$ cat src/rtl/vga_pkg.sv
// Shared VGA geometry for the sync generator, ball motion and graphics stages.
// Also provides the clamped single-axis step used by the ball mover.
package vga_pkg;

    localparam int H_DISP    = 640;
    localparam int V_DISP    = 480;
    localparam int BALL_SIZE = 50;
    localparam int X_MAX     = H_DISP - BALL_SIZE;
    localparam int Y_MAX     = V_DISP - BALL_SIZE;

    typedef logic [9:0] coord_t;

    // 11-bit signed arithmetic so a step below 0 or past the limit never wraps
    function automatic coord_t move(input coord_t pos, input logic dir_up,
                                    input logic signed [10:0] step,
                                    input logic signed [10:0] lim);
        logic signed [10:0] p;
        p = dir_up ? (signed'({1'b0, pos}) + step) : (signed'({1'b0, pos}) - step);
        if (p > lim)
            p = lim;
        else if (p < 11'sd0)
            p = 11'sd0;
        return coord_t'(p[9:0]);
    endfunction

endpackage

$ cat src/rtl/button_debounce.sv
// Two-flop synchroniser followed by a stability counter; the output level
// follows the synchronised button only after DEB_CYCLES consecutive mismatches.
module button_debounce #(
    parameter int DEB_CYCLES = 250000
) (
    input  logic clk,
    input  logic reset,
    input  logic btn,
    output logic level
);

    localparam int CW = (DEB_CYCLES > 1) ? $clog2(DEB_CYCLES) : 1;
    localparam logic [CW-1:0] CNT_LAST = CW'(DEB_CYCLES - 1);

    logic [1:0]    sync;
    logic [CW-1:0] cnt;

    always_ff @(posedge clk or negedge reset) begin
        if (!reset) begin
            sync  <= 2'b00;
            level <= 1'b0;
            cnt   <= '0;
        end else begin
            sync <= {sync[0], btn};
            if (sync[1] != level) begin
                if (cnt == CNT_LAST) begin
                    level <= sync[1];
                    cnt   <= '0;
                end else begin
                    cnt <= cnt + CW'(1);
                end
            end else begin
                cnt <= '0;
            end
        end
    end

endmodule

$ cat src/rtl/ball_motion_ctrl.sv
// Per-frame ball position update from debounced direction buttons, clamped to the screen.
// Define BALL_AUTO_BOUNCE_EN to let idle axes drift and bounce off the edges.
module ball_motion_ctrl #(
    parameter int H_DISP     = vga_pkg::H_DISP,
    parameter int V_DISP     = vga_pkg::V_DISP,
    parameter int BALL_SIZE  = vga_pkg::BALL_SIZE,
    parameter int STEP       = 2,
    parameter int DEB_CYCLES = 250000
) (
    input  logic       clk,
    input  logic       reset,
    input  logic       u,
    input  logic       d,
    input  logic       l,
    input  logic       r,
    input  logic [9:0] pix_x,
    input  logic [9:0] pix_y,
    output logic [9:0] next_x,
    output logic [9:0] next_y,
    output logic       frame_tick
);

    import vga_pkg::*;

    localparam logic signed [10:0] X_LIM  = 11'(H_DISP - BALL_SIZE);
    localparam logic signed [10:0] Y_LIM  = 11'(V_DISP - BALL_SIZE);
    localparam logic signed [10:0] STEP_S = 11'(STEP);

    logic   u_db, d_db, l_db, r_db;
    logic   match, match_prev;
    coord_t x_d, y_d;

    button_debounce #(.DEB_CYCLES(DEB_CYCLES)) u_deb_u (.clk(clk), .reset(reset), .btn(u), .level(u_db));
    button_debounce #(.DEB_CYCLES(DEB_CYCLES)) u_deb_d (.clk(clk), .reset(reset), .btn(d), .level(d_db));
    button_debounce #(.DEB_CYCLES(DEB_CYCLES)) u_deb_l (.clk(clk), .reset(reset), .btn(l), .level(l_db));
    button_debounce #(.DEB_CYCLES(DEB_CYCLES)) u_deb_r (.clk(clk), .reset(reset), .btn(r), .level(r_db));

    assign match = (pix_x == 10'd0) && (pix_y == 10'(V_DISP));

    // match_prev resets high so a match already present at reset release is not a new frame
    always_ff @(posedge clk or negedge reset) begin
        if (!reset) begin
            match_prev <= 1'b1;
            frame_tick <= 1'b0;
        end else begin
            match_prev <= match;
            frame_tick <= match && !match_prev;
        end
    end

`ifdef BALL_AUTO_BOUNCE_EN
    logic vx_q, vx_d, vy_q, vy_d;
`endif

    always_comb begin
        x_d = next_x;
        y_d = next_y;
`ifdef BALL_AUTO_BOUNCE_EN
        vx_d = vx_q;
        vy_d = vy_q;
`endif
        if (r_db && !l_db)
            x_d = move(next_x, 1'b1, STEP_S, X_LIM);
        else if (l_db && !r_db)
            x_d = move(next_x, 1'b0, STEP_S, X_LIM);
`ifdef BALL_AUTO_BOUNCE_EN
        else if (!r_db && !l_db) begin
            x_d = move(next_x, vx_q, STEP_S, X_LIM);
            if (x_d == (vx_q ? X_LIM[9:0] : 10'd0))
                vx_d = ~vx_q;
        end
`endif

        if (d_db && !u_db)
            y_d = move(next_y, 1'b1, STEP_S, Y_LIM);
        else if (u_db && !d_db)
            y_d = move(next_y, 1'b0, STEP_S, Y_LIM);
`ifdef BALL_AUTO_BOUNCE_EN
        else if (!d_db && !u_db) begin
            y_d = move(next_y, vy_q, STEP_S, Y_LIM);
            if (y_d == (vy_q ? Y_LIM[9:0] : 10'd0))
                vy_d = ~vy_q;
        end
`endif
    end

    always_ff @(posedge clk or negedge reset) begin
        if (!reset) begin
            next_x <= '0;
            next_y <= '0;
`ifdef BALL_AUTO_BOUNCE_EN
            vx_q   <= 1'b1;
            vy_q   <= 1'b1;
`endif
        end else if (frame_tick) begin
            next_x <= x_d;
            next_y <= y_d;
`ifdef BALL_AUTO_BOUNCE_EN
            vx_q   <= vx_d;
            vy_q   <= vy_d;
`endif
        end
    end

endmodule

$ cat config.mk
export PLATFORM = sky130hd
export DESIGN_NAME = ball_motion_ctrl
export DESIGN_NICKNAME = d
export VERILOG_FILES = /design/src/rtl/vga_pkg.sv /design/src/rtl/button_debounce.sv /design/src/rtl/ball_motion_ctrl.sv
export SDC_FILE = /design/constraint.sdc
export NUM_CORES = 1
export LEC_CHECK = 0
export ABC_AREA = 1
export CAP_MARGIN = 15
export CORE_MARGIN = 1.5
export CORE_UTILIZATION = 60
export DETAILED_ROUTE_END_ITERATION = 10
export PLACE_DENSITY = 0.86
export SLEW_MARGIN = 30
export SYNTH_ARGS = -nofsm -noshare
export SYNTH_HDL_FRONTEND = slang
export SYNTH_SLANG_ARGS = --single-unit
$ cat constraint.sdc
create_clock -name clk -period 4.4 [get_ports clk]
set_input_delay 0.88 -clock clk [delete_from_list [all_inputs] [get_ports clk]]
set_output_delay 0.88 -clock clk [all_outputs]
set_load 0.01 [all_outputs]
==> results of run 1 <==
==> power breakdown <==
group	total (mW)	switching [mW]	leakage [nW]	internal, mW
Clock	0.601	0.321	0.0954	0.279
Sequential	0.975	0.00792	1.42	0.967
Combinational	0.0727	0.0420	1.59	0.0306
==> routing by layer <==
| metal | vias to the layer above | track usage (%) | wire (um) |
|---|---|---|---|
| met5 | - | 0 | 0 |
| met4 | 0 | 8.023 | 208 |
| met3 | 20 | 4.055 | 409 |
| met2 | 112 | 43.89 | 6550 |
| met1 | 2596 | 30.46 | 5610 |
| li1 | 2752 | - | - |
==> state kept, by name (all words and copies together) (netlist names), 9 cells and up <==
register	count
next_x	9
next_y	9
u_deb_d.cnt	18
u_deb_l.cnt	18
u_deb_r.cnt	18
u_deb_u.cnt	18
==> cells by family after synthesis <==
| kind of cell | Yosys count | share of synthesized area [%] |
|---|---|---|
| compound gates | 49 | 4.258 |
| buf+inv | 111 | 7.324 |
| other cells | 1 | 0.06047 |
| xor+xnor | 37 | 5.226 |
| flops | 104 | 41.99 |
| mux | 4 | 0.7263 |
| fa+ha+maj | 12 | 2.421 |
| simple gates | 514 | 37.99 |
==> worst max path at each step <==
stage / from / cells after the start / end
6_report: next_x[5]$_DFFE_PN0P_ / 1 / next_x[5]
2_1_floorplan: next_x[1]$_DFFE_PN0P_ / 11 / next_x[4]$_DFFE_PN0P_
4_1_cts: next_x[6]$_DFFE_PN0P_ / 1 / next_x[6]
3_5_place_dp: pix_x[5] / 3 / frame_tick$_DFF_PN0_
3_3_place_gp: pix_x[5] / 3 / frame_tick$_DFF_PN0_
5_1_grt: next_x[6]$_DFFE_PN0P_ / 1 / next_x[6]
==> worst reg2reg max path: cells and delay by family, from the launching register on <==
| kind | cells | cell delay [ps] |
|---|---|---|
| adder cells (fa/ha/maj) | 1 | 300 |
| flip-flops | 1 | 490 |
| AO/OA/AOI/OAI | 1 | 150 |
| buffers and inverters | 1 | 250 |
| AND/OR/NAND/NOR | 8 | 730 |
==> cell usage in the layout (no fill, tap or decap), drive strengths merged, types with 3 or more instances in the layout <==
master         instances
nor2                 147
nand3b                 4
ha                    12
inv                  100
o21ai                 22
nor3b                  8
xnor2                  8
a21oi                 22
clkdlybuf4s50         43
nand4                 35
dfrtp                103
nand3                 68
clkbuf                10
buf                    3
nand2                212
nor3                  32
mux2                   4
nor4                   5
xor2                  29
==> per-stage QoR <==
stage	utilization, %	setup WS (ps)	area [um^2]	cells	hold slack, ps
detailed placement	67.99	2219	6738	999	334.7
CTS	70.01	1938	6938	1014	356.9
global route	70.01	1867	6938	1014	363.5
floorplan	-	2634	6205	833	331.2
finish	70.01	1943	6938	1014	355.8
global placement	67.99	2256	6738	999	332.8
==> cell type report <==
class                           instances  area (um^2)
Timing Repair Buffer                   46        452.9
Sequential cell                       104         2604
Inverter                               98        367.9
Clock inverter                          5        62.56
Clock buffer                           10        137.6
Fill cell                             808         2972
Multi-Input combinational cell        618         3147
Tap cell                              133        166.4
==> flow_summary.json, run 1 <==
{
  "die_w_um": 104.7,
  "clockBufferDepth": 2,
  "path_buf_inv": 1,
  "tns_ps": 0,
  "p_leak_nw": 3.104,
  "rr_worst_depth": 11,
  "dpl.hpwl_mm": 9.744,
  "drive_gt1_share_pct": 7.264,
  "grt_pass1_vias": 5287,
  "max_freq_ghz": 0.4070,
  "synth_top_area_share_pct": 41.57,
  "syn_to_final_growth_pct": 11.88,
  "io_pins": 47,
  "yosysUniqueCellTypes": 40,
  "slowest_stage": "clkdlybuf4s50_1",
  "hold_depth": 0,
  "synth_area_um2": 6201,
  "min_path_type": "flip-flop to flip-flop",
  "worst_skew_pair.late_latency_ps": 360,
  "grt_pass1_wl_mm": 22.53,
  "setup_viol": 0,
  "drtIter0Drc": 265,
  "fin_crit_ps": 2457,
  "h-tree-depth": 3,
  "tightest_slew_ps": 678.0,
  "power_mw": 1.649,
  "synth.most_common_cell": "nand2_1",
  "cp.arrival_ps": 1580,
  "synth_area_leaders": "dfrtp_1 42%, nand2_1 12%, nor2_1 7.8%",
  "hp-start": "u_deb_l.sync[0]$_DFF_PN0_",
  "numClockSinks": 104,
  "cap_viol_max_count": 0,
  "cts_tree": "built",
  "initial_core_util_pct": 62.58,
  "cts_resized": 0,
  "dieArea_um2": 10950,
  "port_buffers": 44,
  "min_to": "u_deb_l.sync[1]$_DFF_PN0_",
  "synth_ff_type": "dfrtp_1",
  "clkSlewWorstSetupHoldPaths_ps": 90,
  "cp_max_fo": 12,
  "rsz0062_at_grt": "no",
  "cts_made_buffers": 9,
  "p_per_area_nw_per_um2": 237.6,
  "async_reset_ff_share_pct": 100.0,
  "peakVddDrop_mv": 0.1808,
  "routed_wirelength_mm": 12.78,
  "ys_ff_latch": 104,
  "grt_remaining_overflow": 0,
  "ant_nets": 0,
  "postCtsSetupBuffers": 0,
  "timing.final.crit_share_pct": 55.84,
  "r2r-start": "next_x[1]$_DFFE_PN0P_",
  "max_stage_delay_ps": 620,
  "num_rows": 36,
  "critPathTopFamily": "buffers and inverters",
  "r2r-end": "next_x[4]$_DFFE_PN0P_",
  "viasPerCell": 5.404,
  "diodes": 0,
  "startpoint_type": "flip-flop",
  "max_slew_margin_pct": 54.63,
  "root_buffer": "clkbuf_8",
  "design.core.area_um2": 9910,
  "ys_seq_area_share_pct": 41.99,
  "wl_per_cell_um": 12.60,
  "status": "complete, no violations",
  "avgSynthCellArea_um2": 7.453,
  "reg2reg_slack_ps": 2360,
  "grt_use_total_pct": 24.63,
  "synth_edf_count": 0,
  "final_max_slew_viol_count": 0,
  "grt_start_max_net_pins": 47,
  "die_height_um": 104.7,
  "grt_antenna_before_repair": 0,
  "synth_top_cell_by_area": "dfrtp_1",
  "cp-end-kind": "primary output",
  "globalplace.congestion": 0.9389,
  "drc": 0,
  "cp.required_ps": 3520,
  "nets": 915,
  "synth.top_cells.by_count": "202 x nand2_1, 129 x nor2_1, 103 x dfrtp_1, 96 x inv_1, 63 x nand3_1",
  "firstDrtPassIters": 5,
  "crit_chain": "clkdlybuf4s50_1",
  "hold_violations": 0,
  "yosysWarningCount": 0,
  "finClkSkew_ps": 12.49,
  "synthCells": 832,
  "ctsHoldBuffers": 0,
  "vias": 5480,
  "crit_type": "flip-flop to primary output"
}
Note: power is estimated with default switching activity, not from simulation.
==> run 2: changes to the inputs <==
--- a/config.mk
+++ b/config.mk
@@ -8,9 +8,9 @@
 export ABC_AREA = 1
 export CAP_MARGIN = 15
 export CORE_MARGIN = 1.5
-export CORE_UTILIZATION = 60
+export CORE_UTILIZATION = 53
 export DETAILED_ROUTE_END_ITERATION = 10
-export PLACE_DENSITY = 0.86
+export PLACE_DENSITY = 0.8
 export SLEW_MARGIN = 30
 export SYNTH_ARGS = -nofsm -noshare
 export SYNTH_HDL_FRONTEND = slang
==> constraint.sdc (replaced) <==
create_clock -name clk -period 2 [get_ports clk]
set_input_delay 0.4 -clock clk [delete_from_list [all_inputs] [get_ports clk]]
set_output_delay 0.4 -clock clk [all_outputs]
set_load 0.01 [all_outputs]
==> run 2 against run 1 <==
Against the previous run:
- first-iteration DRC count is 12% higher
- die area is 13% higher
- core utilization is 6.6 points lower
- final area is 4.3% higher
- clock skew is 5.6 ps lower
- combinational power is 140% higher
- sequential power is 120% higher
- power grew to 2.5 times the previous value
- worst setup slack worse by 1900 ps
- worst hold slack worse by 0.87 ps
- critical endpoint is now next_x[4]
==> flow_summary.json, run 2 (synthesized netlist as in run 1, its figures left out) <==
{
  "path_buf_inv": 1,
  "r2r-start": "next_y[1]$_DFFE_PN0P_",
  "routed_wirelength_mm": 13.13,
  "fin_crit_ps": 1949,
  "h-tree-depth": 3,
  "cp.arrival_ps": 1550,
  "seqPwrFrac_pct": 51.8,
  "initial_core_util_pct": 54.31,
  "p_switching_mw": 0.9414,
  "cts_made_buffers": 9,
  "viasPerCell": 5.287,
  "clkSlewWorstSetupHoldPaths_ps": 70,
  "crit_chain": "clkdlybuf4s50_1",
  "max_freq_ghz": 0.5131,
  "grt_use_total_pct": 22.39,
  "p_clk_share_pct": 44.0,
  "postCtsSetupBuffers": 0,
  "setup_viol": 0,
  "p_comb_share_pct": 4.2,
  "cp-startpoint": "next_x[4]$_DFFE_PN0P_",
  "grt_pass1_vias": 5210,
  "p_per_area_nw_per_um2": 572.1,
  "vias": 5509,
  "timing.final.crit_share_pct": 97.45,
  "final_common_cell": "nand2_1",
  "placed_cells": 1025,
  "slowest_stage": "clkdlybuf4s50_1",
  "cp.required_ps": 1600,
  "firstDrtPassIters": 6,
  "fin_area_um2": 7237,
  "cts_tree": "built",
  "grt_pass1_wl_mm": 23.02,
  "die_height_um": 111.2,
  "worst_skew_pair.late_latency_ps": 360,
  "dpl.hpwl_mm": 9.914,
  "dieArea_um2": 12360,
  "dpl_cell_area_um2": 6883,
  "startpoint_type": "flip-flop",
  "whs_ps": 354.9,
  "die_w_um": 111.2,
  "grt_antenna_before_repair": 0,
  "final_cell_count_no_fill": 1042,
  "root_buffer": "clkbuf_16",
  "wl_per_cell_um": 12.60,
  "p_leak_nw": 3.241,
  "io_pins": 47,
  "grt_remaining_overflow": 0,
  "hold_violations": 0,
  "drc": 0,
  "peakVddDrop_mv": 0.4345,
  "tns_ps": 0,
  "drtIter0Drc": 297,
  "design.core.area_um2": 11420,
  "p_int_mw": 3.199,
  "ant_nets": 0,
  "crit_type": "flip-flop to primary output",
  "rsz0062_at_grt": "no",
  "cp-end-kind": "primary output",
  "max_stage_delay_ps": 630,
  "drive_gt1_share_pct": 9.900,
  "utilization_pct": 63.38,
  "nets": 932,
  "final_max_slew_viol_count": 0,
  "grt_start_max_net_pins": 48,
  "port_buffers": 44,
  "clockBufferDepth": 2,
  "finClkSkew_ps": 6.943,
  "numClockSinks": 104,
  "num_rows": 39,
  "cp_max_fo": 10,
  "hp-start": "u_deb_l.sync[0]$_DFF_PN0_",
  "globalplace.congestion": 0.8934,
  "switching_share_pct": 22.74,
  "syn_to_final_growth_pct": 16.71,
  "mostFrequentLayoutCells": "202 x nand2_1, 128 x nor2_1, 97 x dfrtp_1",
  "min_path_type": "flip-flop to flip-flop",
  "diodes": 0,
  "critPathTopFamily": "buffers and inverters",
  "cap_viol_max_count": 0,
  "status": "complete, no violations"
}
[run 2: worst paths after layout]
check / to / slack [ps] / depth (start not counted)
worst max-delay path: next_x[4] / 50 / 1
min in group asynchronous: next_y[9]$_DFFE_PN0P_ / 500 / 2
worst min register to register: u_deb_l.sync[1]$_DFF_PN0_ / 350 / 0
worst max register to register: next_y[6]$_DFFE_PN0P_ / 150 / 14
max in group asynchronous: u_deb_r.cnt[13]$_DFF_PN0_ / 880 / 3
worst min-delay path: u_deb_l.sync[1]$_DFF_PN0_ / 350 / 0
[run 2: final cells by class]
class | instances | area [um^2]
clock buffers | 9 | 225.2
clock inverters | 7 | 81.33
fillers | 1000 | 4182
inverters | 98 | 370.4
multi-input cells | 618 | 3174
flip-flops and latches | 104 | 2611
well taps | 143 | 178.9
repair buffers | 63 | 595.6
[run 2: power groups by stage]
stage	Sequential (mW)	Combinational [mW]	Clock [mW]
floorplan	2.18	0.0590	0
global placement	2.19	0.172	0
detailed placement	2.19	0.176	0
CTS	2.14	0.179	1.87
global route	2.15	0.198	1.95
finish	2.15	0.173	1.82
[run 2: metal layers]
metal  vias up  wire [um]  track usage [%]  share of wire, %
li1       2797          -                -                 -
met1      2576       5986            29.72                46
met2       120       6395            37.42                49
met3        16        519            4.046               4.0
met4         0        223            7.004               1.7
met5         -          0                0                 0
[run 2: what timing repair did]
action / in CTS / in global routing
setup endpoints to repair: 0 / 16
hold buffers: 1 / 0
endpoints found under the hold margin: 23 / 0
resized for setup: 0 / 14
[run 2: metrics by stage]
stage          setup slack (ps)  power, mW
2_1_floorplan             234.0      2.242
3_3_place_gp              172.2      2.357
3_5_place_dp              135.7      2.363
4_1_cts                   16.23      4.189
5_1_grt                  0.4694      4.297
6_report                  51.00      4.140
==> run 3: changes to the inputs <==
--- a/config.mk
+++ b/config.mk
@@ -9,6 +9,7 @@
 export CAP_MARGIN = 15
 export CORE_MARGIN = 1.5
 export CORE_UTILIZATION = 53
+export CTS_CLUSTER_SIZE = 28
 export DETAILED_ROUTE_END_ITERATION = 10
 export PLACE_DENSITY = 0.8
 export SLEW_MARGIN = 30
==> results of run 3 <==
Final layout, timing and power as in run 2 (identical DEF).
